File: src/rtl/mtr_pwm_drv.sv
// Dual-channel H-bridge PWM driver.
// A free-running 11-bit counter defines a 2048-clock PWM period. Each channel
// (left, right) samples its duty and direction at the period start. A small FSM
// per channel enforces a dead interval of DEAD_PERIODS whole periods on every
// direction change, so the forward and reverse gates of one bridge are never
// driven together. All gate outputs and the period-start strobe are registered.
module mtr_pwm_drv #(
    parameter int DEAD_PERIODS = 2
) (
    input  logic        clk,
    input  logic        rst,
    input  logic        pwr_up,
    input  logic [10:0] lft_spd,
    input  logic        lft_rev,
    input  logic [10:0] rght_spd,
    input  logic        rght_rev,
    output logic        lft_fwd_pwm,
    output logic        lft_rev_pwm,
    output logic        rght_fwd_pwm,
    output logic        rght_rev_pwm,
    output logic        prd_strt
);

    typedef enum logic [1:0] {
        ST_IDLE = 2'd0,
        ST_RUN  = 2'd1,
        ST_DEAD = 2'd2
    } ch_state_t;

    // Value loaded into the dead counter on entry to DEAD; the last dead period
    // is the one in which the counter reads zero.
    localparam logic [2:0] DEAD_LOAD = 3'(DEAD_PERIODS - 1);

    logic [10:0] cnt_reg;
    logic        prd_zero;
    logic        prd_strt_reg;

    // Per-channel views of the inputs/outputs; index 0 = left, 1 = right.
    logic [10:0] spd_vec [2];
    logic [1:0]  rev_vec;
    logic [1:0]  fwd_pwm_vec;
    logic [1:0]  rev_pwm_vec;

    assign spd_vec[0] = lft_spd;
    assign spd_vec[1] = rght_spd;
    assign rev_vec    = {rght_rev, lft_rev};

    // Free-running period counter; wraps naturally from 2047 to 0.
    always_ff @(posedge clk or posedge rst) begin
        if (rst) begin
            cnt_reg <= '0;
        end else begin
            cnt_reg <= cnt_reg + 11'd1;
        end
    end

    assign prd_zero = (cnt_reg == 11'd0);

    // Period-start strobe, registered so it lines up with the gate outputs.
    always_ff @(posedge clk or posedge rst) begin
        if (rst) begin
            prd_strt_reg <= 1'b0;
        end else begin
            prd_strt_reg <= prd_zero;
        end
    end

    assign prd_strt = prd_strt_reg;

    genvar gi;
    generate
        for (gi = 0; gi < 2; gi++) begin : g_ch
            ch_state_t   state_reg;
            ch_state_t   state_next;
            logic        dir_act_reg;
            logic        dir_act_next;
            logic [2:0]  dead_cnt_reg;
            logic [2:0]  dead_cnt_next;
            logic [10:0] duty_sh_reg;
            logic        raw_fwd;
            logic        raw_rev;
            logic        fwd_pwm_reg;
            logic        rev_pwm_reg;
            logic        duty_hit;

            // Shadow duty: captured only at the period start, and not while the
            // channel is being powered down (power-down wins over the latch).
            always_ff @(posedge clk or posedge rst) begin
                if (rst) begin
                    duty_sh_reg <= '0;
                end else if (prd_zero && pwr_up) begin
                    duty_sh_reg <= spd_vec[gi];
                end
            end

            // FSM state register together with active direction and dead counter.
            always_ff @(posedge clk or posedge rst) begin
                if (rst) begin
                    state_reg    <= ST_IDLE;
                    dir_act_reg  <= 1'b0;
                    dead_cnt_reg <= '0;
                end else begin
                    state_reg    <= state_next;
                    dir_act_reg  <= dir_act_next;
                    dead_cnt_reg <= dead_cnt_next;
                end
            end

            // Next-state logic: power loss acts on any clock, everything else
            // only at the period start. The direction sampled at that boundary
            // is compared directly against the active one.
            always_comb begin
                state_next    = state_reg;
                dir_act_next  = dir_act_reg;
                dead_cnt_next = dead_cnt_reg;
                if (!pwr_up) begin
                    state_next    = ST_IDLE;
                    dead_cnt_next = '0;
                end else if (prd_zero) begin
                    case (state_reg)
                        ST_IDLE: begin
                            dir_act_next = rev_vec[gi];
                            state_next   = ST_RUN;
                        end
                        ST_RUN: begin
                            if (rev_vec[gi] != dir_act_reg) begin
                                dead_cnt_next = DEAD_LOAD;
                                state_next    = ST_DEAD;
                            end
                        end
                        ST_DEAD: begin
                            // A direction that flips back meanwhile does not
                            // shorten the dead time.
                            if (dead_cnt_reg == 3'd0) begin
                                dir_act_next = rev_vec[gi];
                                state_next   = ST_RUN;
                            end else begin
                                dead_cnt_next = dead_cnt_reg - 3'd1;
                            end
                        end
                        default: begin
                            state_next    = ST_IDLE;
                            dead_cnt_next = '0;
                        end
                    endcase
                end
            end

            // Output decode: only RUN drives, and only the line selected by the
            // active direction. Gating with pwr_up kills the drive on the very
            // next registered output.
            always_comb begin
                duty_hit = (cnt_reg < duty_sh_reg);
                raw_fwd  = 1'b0;
                raw_rev  = 1'b0;
                if (pwr_up && (state_reg == ST_RUN) && duty_hit) begin
                    raw_fwd = ~dir_act_reg;
                    raw_rev = dir_act_reg;
                end
            end

            // Registered gate outputs, glitch-free toward the bridge.
            always_ff @(posedge clk or posedge rst) begin
                if (rst) begin
                    fwd_pwm_reg <= 1'b0;
                    rev_pwm_reg <= 1'b0;
                end else begin
                    fwd_pwm_reg <= raw_fwd;
                    rev_pwm_reg <= raw_rev;
                end
            end

            assign fwd_pwm_vec[gi] = fwd_pwm_reg;
            assign rev_pwm_vec[gi] = rev_pwm_reg;
        end
    endgenerate

    assign lft_fwd_pwm  = fwd_pwm_vec[0];
    assign lft_rev_pwm  = rev_pwm_vec[0];
    assign rght_fwd_pwm = fwd_pwm_vec[1];
    assign rght_rev_pwm = rev_pwm_vec[1];

endmodule

File: config.mk
export PLATFORM = sky130hd
export DESIGN_NAME = mtr_pwm_drv
export DESIGN_NICKNAME = d
export VERILOG_FILES = /design/src/rtl/mtr_pwm_drv.sv
export SDC_FILE = /design/constraint.sdc
export NUM_CORES = 1
export LEC_CHECK = 0
export BUFFER_PORTS_ARGS = -buffer_cell sky130_fd_sc_hd__clkbuf_2
export CAP_MARGIN = 10
export CORE_AREA = 2 2 110 112
export DETAILED_ROUTE_END_ITERATION = 8
export DIE_AREA = 0 0 112 114
export PLACE_DENSITY = 0.37
export SETUP_SLACK_MARGIN = 0.15
export SLEW_MARGIN = 20
export SYNTH_ARGS = -nofsm -noshare
export SYNTH_HDL_FRONTEND = slang
export SYNTH_SLANG_ARGS = --single-unit
File: constraint.sdc
create_clock -name clk -period 2.4 [get_ports clk]
set_input_delay 0.36 -clock clk [delete_from_list [all_inputs] [get_ports clk]]
set_output_delay 0.36 -clock clk [all_outputs]
set_load 0.02 [all_outputs]
* After elaboration in Yosys (flattened, before gate mapping)
Cells that the tools add are included.
Widths: inputs -> output; s select.
** Storage, ports and cells
- Flip-flop bits (word level) :: 50
- Input bits :: 27
- Output and inout port bits :: 5
- Logic and storage cells :: 84
** Operators by class
- Add/sub/neg operators :: 3
- Order comparisons :: 2
- Eq/ne operators :: 17
- Multiplexer cells :: 28
- Bitwise logic cells :: 2
- Reduce and logical (&&, ||, !) cells :: 18
** Operator list (number)
- $mux 3 :: 8
- $lt 11x11->1 :: 2
- $ne 3x3->1 const B :: 6
- $pmux 3 s3 :: 2
- $mux 2 :: 8
- $reduce_and 4->1 :: 4
- $pmux 2 s3 :: 2
- $add 11x1->11 const B :: 1
- $logic_not 11->1 :: 1
- $ne 2x2->1 const B :: 4
- $logic_not 3->1 :: 2
- $mux 1 :: 6
- $reduce_and 3->1 :: 2
- $sub 3x1->3 const B :: 2
- $logic_and 1x1->1 :: 5
- $eq 2x1->1 const B :: 2
- $eq 2x2->1 const B :: 2
- $logic_not 2->1 :: 2
- $pmux 1 s2 :: 2
- $reduce_bool 2->1 :: 2
- $ne 1x1->1 :: 2
- $ne 2x1->1 const B :: 1
- $not 1->1 :: 2

* Logic depth before layout (Yosys ltp)
- Depth after elaboration :: 5
- Gate-level depth with buffers :: 7

* Least setup slack after synthesis
OpenSTA, ideal clock, no wires.
- Kind :: register to register
- Start point :: register cnt_reg[0]
- End point :: register g_ch[0].duty_sh_reg[7]
- Library setup time :: 125 ps
- Arrival :: 1661 ps
- Required time :: 2275 ps
- Path slack :: 614 ps
- Stages on the path, launching flop included :: 7
- Path buffers :: 1
- Period minus slack after synthesis :: 1786 ps
- Cells stage by stage :: dfrtp_1 -> inv_1 -> ha_1 -> nor4b_4 -> nand4_1 -> clkbuf_1 -> mux2_2
** On the way
- Cells in the longest elaborated chain, start to end :: 2
** RTL lines
- start: declaration :: RTL line 34 : logic [10:0] cnt_reg;
- start signal: assignment :: RTL line 53 : cnt_reg <= cnt_reg + 11'd1;
- $logic_not 11->1 :: RTL line 57 : assign prd_zero = (cnt_reg == 11'd0);
- $logic_and 1x1->1 :: RTL line 91 : end else if (prd_zero && pwr_up) begin
- end signal: assignment :: RTL line 92 : duty_sh_reg <= spd_vec[gi];
- end: declaration :: RTL line 79 : logic [10:0] duty_sh_reg;
Every way passes these cells.
A chain may end at the register's enable or synchronous reset.

* Worst setup path in the final report
- Start point :: register cnt_reg[0]
- End point :: register g_ch[1].state_reg[0]
** On the way
- Cells in the longest elaborated chain, start to end :: 3
** RTL lines
- $logic_not 11->1 :: RTL line 57
- $ne 2x1->1 (no line)
- $reduce_and 3->1 (no line)
- end signal: assignment :: RTL line 103 : state_reg <= state_next;
- end: declaration :: RTL line 73 : ch_state_t state_reg;
Every way passes these cells.

==> run_results.csv <==
group,metric,value,unit
floorplanning,coreArea,11700,um2
sta,setup_viol,0,
detailed_routing,drc,0,
detailed_routing,drt-vias-per-instance,4.47,
cells_and_area,drive_above_1_share,23.6,%
job,max-cap-violations,0,
hold_path,hold_class,"in2reg",
synth,synth_compound_area_share,8.93,%
synth,muxShareOfSynthArea,11.0,%
sta,worstMarginPinSlew,0.427,ns
power_and_ir_drop,peakVddDrop,0.236,mV
synth,synthCells,253,
sta,hold_violations,0,
floorplanning,die_w,112,um
sta,min_period,2.02,ns
clocking,cts_tree,"done",
sta,skew,0.00533,ns
synth,synth_xor_xnor_area_share,3.42,%
synth,synth-simple-area-share,11.8,%
global_route,grt_pass1_wl,10200,um
floorplanning,fp.dieH,114,um
cells_and_area,finalNetCount,353,
global_route,antenna_found_initial,0,
detailed_routing,drtIter0Drc,29,
synth,synth_top_family_by_area,"adder cells",
setup_path,crit_arrival,2.24,ns
clocking,cts.sinks,50,
synth,syn_avg_cell_area,11.1,um2
sta,tns,0,ns
placement,gp_congestion,0.690,
global_route,grt_max_degree,44,
synth,synthFlopType,"dfrtp_1",
setup_path,end_kind,"register",
synth,syn_nets,314,
floorplanning,die-area,12800,um2
detailed_routing,drt.antenna.violating_nets,0,
placement,post-dp-hpwl,4530,um
setup_path,critical_path.startpoint_type,"register",
sta,slew_violations,0,
placement,portBuffers,31,
sta,rsz0062_at_grt,"no",
sta,fmax,0.494,GHz
cells_and_area,largest_register_ffs,22,
detailed_routing,drtPass1Iterations,4,
detailed_routing,drt-total-wl,5920,um
detailed_routing,wl_per_cell,13.5,um
synth,yosysWarnings,0,
clocking,clk_path_buf_depth,2,
setup_path,crit_type,"reg2reg",
sta,hold_slack,0.269,ns
global_route,overflow,0,
setup_path,worst-path-max-fanout,8,
detailed_routing,vias,1964,
clocking,cts-root-buf,"clkbuf_16",
power_and_ir_drop,p_leak,1.54,nW
synth,synthDistinctLibCells,41,
synth,async_flop_share,100,%
clocking,cts_made_buffers,5,
clocking,clk_pin_slew,0.07,ns
sta,fin_crit_sh,84.3,%
cells_and_area,area_growth,18.1,%
global_route,grt_pass1_vias,2045,
synth,ys_seq_area_share,44.4,%
sta,relSlewSlack,71.5,%
synth,synth_fa_ha_area_share,15.1,%
run_status,outcome,"finished clean",
synth,synth_seq_cells,50,
cells_and_area,n_antenna_cell,0,
synth,synth_edf_count,0,
synth,synth.cell_area,2820,um2
floorplanning,initial_core_util,24.1,%
cells_and_area,n_fill_cell,1269,
global_route,grt.total_usage,10.1,%
floorplanning,io_pins,32,
setup_path,worstPathRequired,2.62,ns
clocking,htree_num_levels,2,
floorplanning,num_rows,40,
clocking,clk_latency,0.29,ns
power_and_ir_drop,power.density,510,nW/um2
-- final timing paths --
kind                                         start                 endpoint  slack (ns)  cells past startpoint
max in group asynchronous                      rst               cnt_reg[9]        1.42                      4
max                                     cnt_reg[0]     g_ch[1].state_reg[0]        0.38                      6
min in group asynchronous                      rst  g_ch[1].dead_cnt_reg[0]        0.50                      3
min                                     lft_spd[1]   g_ch[0].duty_sh_reg[1]        0.27                      2
min reg2reg                g_ch[0].dead_cnt_reg[2]  g_ch[0].dead_cnt_reg[2]        0.49                      1
max reg2reg                             cnt_reg[0]     g_ch[1].state_reg[0]        0.38                      6
-- metal layers --
metal  vias to the layer above  wire, um  GRT usage [%]
met2                        23      2850           17.3
met5                         -         0              0
met3                         6       174           2.44
li1                        969         -              -
met4                         0        75           2.93
met1                       966      2820           12.7
-- synth_stat cells (4+ instances only) --
cell type	instances	share of area [%]
xor2_1	4	1.2
mux2i_1	4	1.4
mux2_2	23	9.2
xnor2_1	7	2.2
nor2_1	6	0.80
nand2_1	10	1.3
nand4_1	6	1.3
nand3_1	10	1.8
dfrtp_1	50	44
a21oi_1	13	2.3
a21o_1	4	1.1
o21ai_0	5	0.89
a211oi_1	4	1.1
ha_1	34	15
inv_1	37	4.9
-- cells in the final DEF, fill, tap and decap left out, drive strengths merged, types with 3 or more instances in the layout --
| master | netlist | layout |
|---|---|---|
| nor2 | 6 | 6 |
| mux2 | 24 | 24 |
| clkbuf | 2 | 36 |
| a21oi | 13 | 13 |
| nand3 | 11 | 11 |
| mux2i | 4 | 4 |
| nor4b | 3 | 3 |
| buf | 1 | 3 |
| o21ai | 5 | 5 |
| and3 | 3 | 3 |
| a211oi | 4 | 4 |
| nor4 | 3 | 3 |
| dfrtp | 50 | 50 |
| ha | 34 | 34 |
| nand2 | 10 | 10 |
| or3 | 3 | 3 |
| xor2 | 4 | 4 |
| inv | 37 | 38 |
| xnor2 | 7 | 7 |
| a21o | 4 | 4 |
| nand4 | 6 | 6 |
-- cells by family after synthesis --
kind of cell / after synthesis
AO/OA/AOI/OAI: 36
flip-flops: 50
buffers and inverters: 40
XOR/XNOR: 11
adder cells (fa/ha/maj): 34
AND/OR/NAND/NOR: 54
multiplexers: 28
-- critical path, cell delays in order, from the launching register on --
cell,delay (ns)
dfrtp_1,0.44
inv_1,0.10
ha_1,0.18
nor4b_4,0.26
nand3_2,0.24
or4_1,0.57
a21oi_1,0.14
-- through the flow --
stage	power, mW	setup slack (ns)	cell area [um2]	utilization [%]	cells
finish	1.70	0.377	3330	28.4	439
global route	1.79	0.173	3330	28.4	439
CTS	1.75	0.281	3330	28.4	439
detailed placement	1.01	0.329	3180	27.1	431
global placement	1.01	0.378	3180	27.1	431
floorplan	0.956	0.614	2820	-	253
-- what timing repair did --
| item | 4_1_cts | 5_1_grt |
|---|---|---|
| hold buffers | 1 | 0 |
| hold endpoints to repair | 7 | 0 |
| resized for setup | 0 | 0 |
| setup buffers | 0 | 0 |
| endpoints found under the setup margin | 0 | 3 |
-- area by class of cell --
class                   count  area [um2]  area share [%]
multi-input cells         163        1420            42.5
flip-flops and latches     50        1250            37.6
repair buffers             35         200            6.02
well taps                 147         184            5.53
inverters                  37         139            4.17
clock buffers               5         125            3.76
clock inverters             2        13.8           0.414
-- power by group --
part / switching, mW / leakage (nW) / internal [mW]
Combinational: 0.0602 / 0.815 / 0.0529
Clock: 0.325 / 0.0701 / 0.383
Sequential: 0.0121 / 0.658 / 0.863
Total: 0.397 / 1.54 / 1.30
No activity file was read; power rests on OpenSTA's default activity.
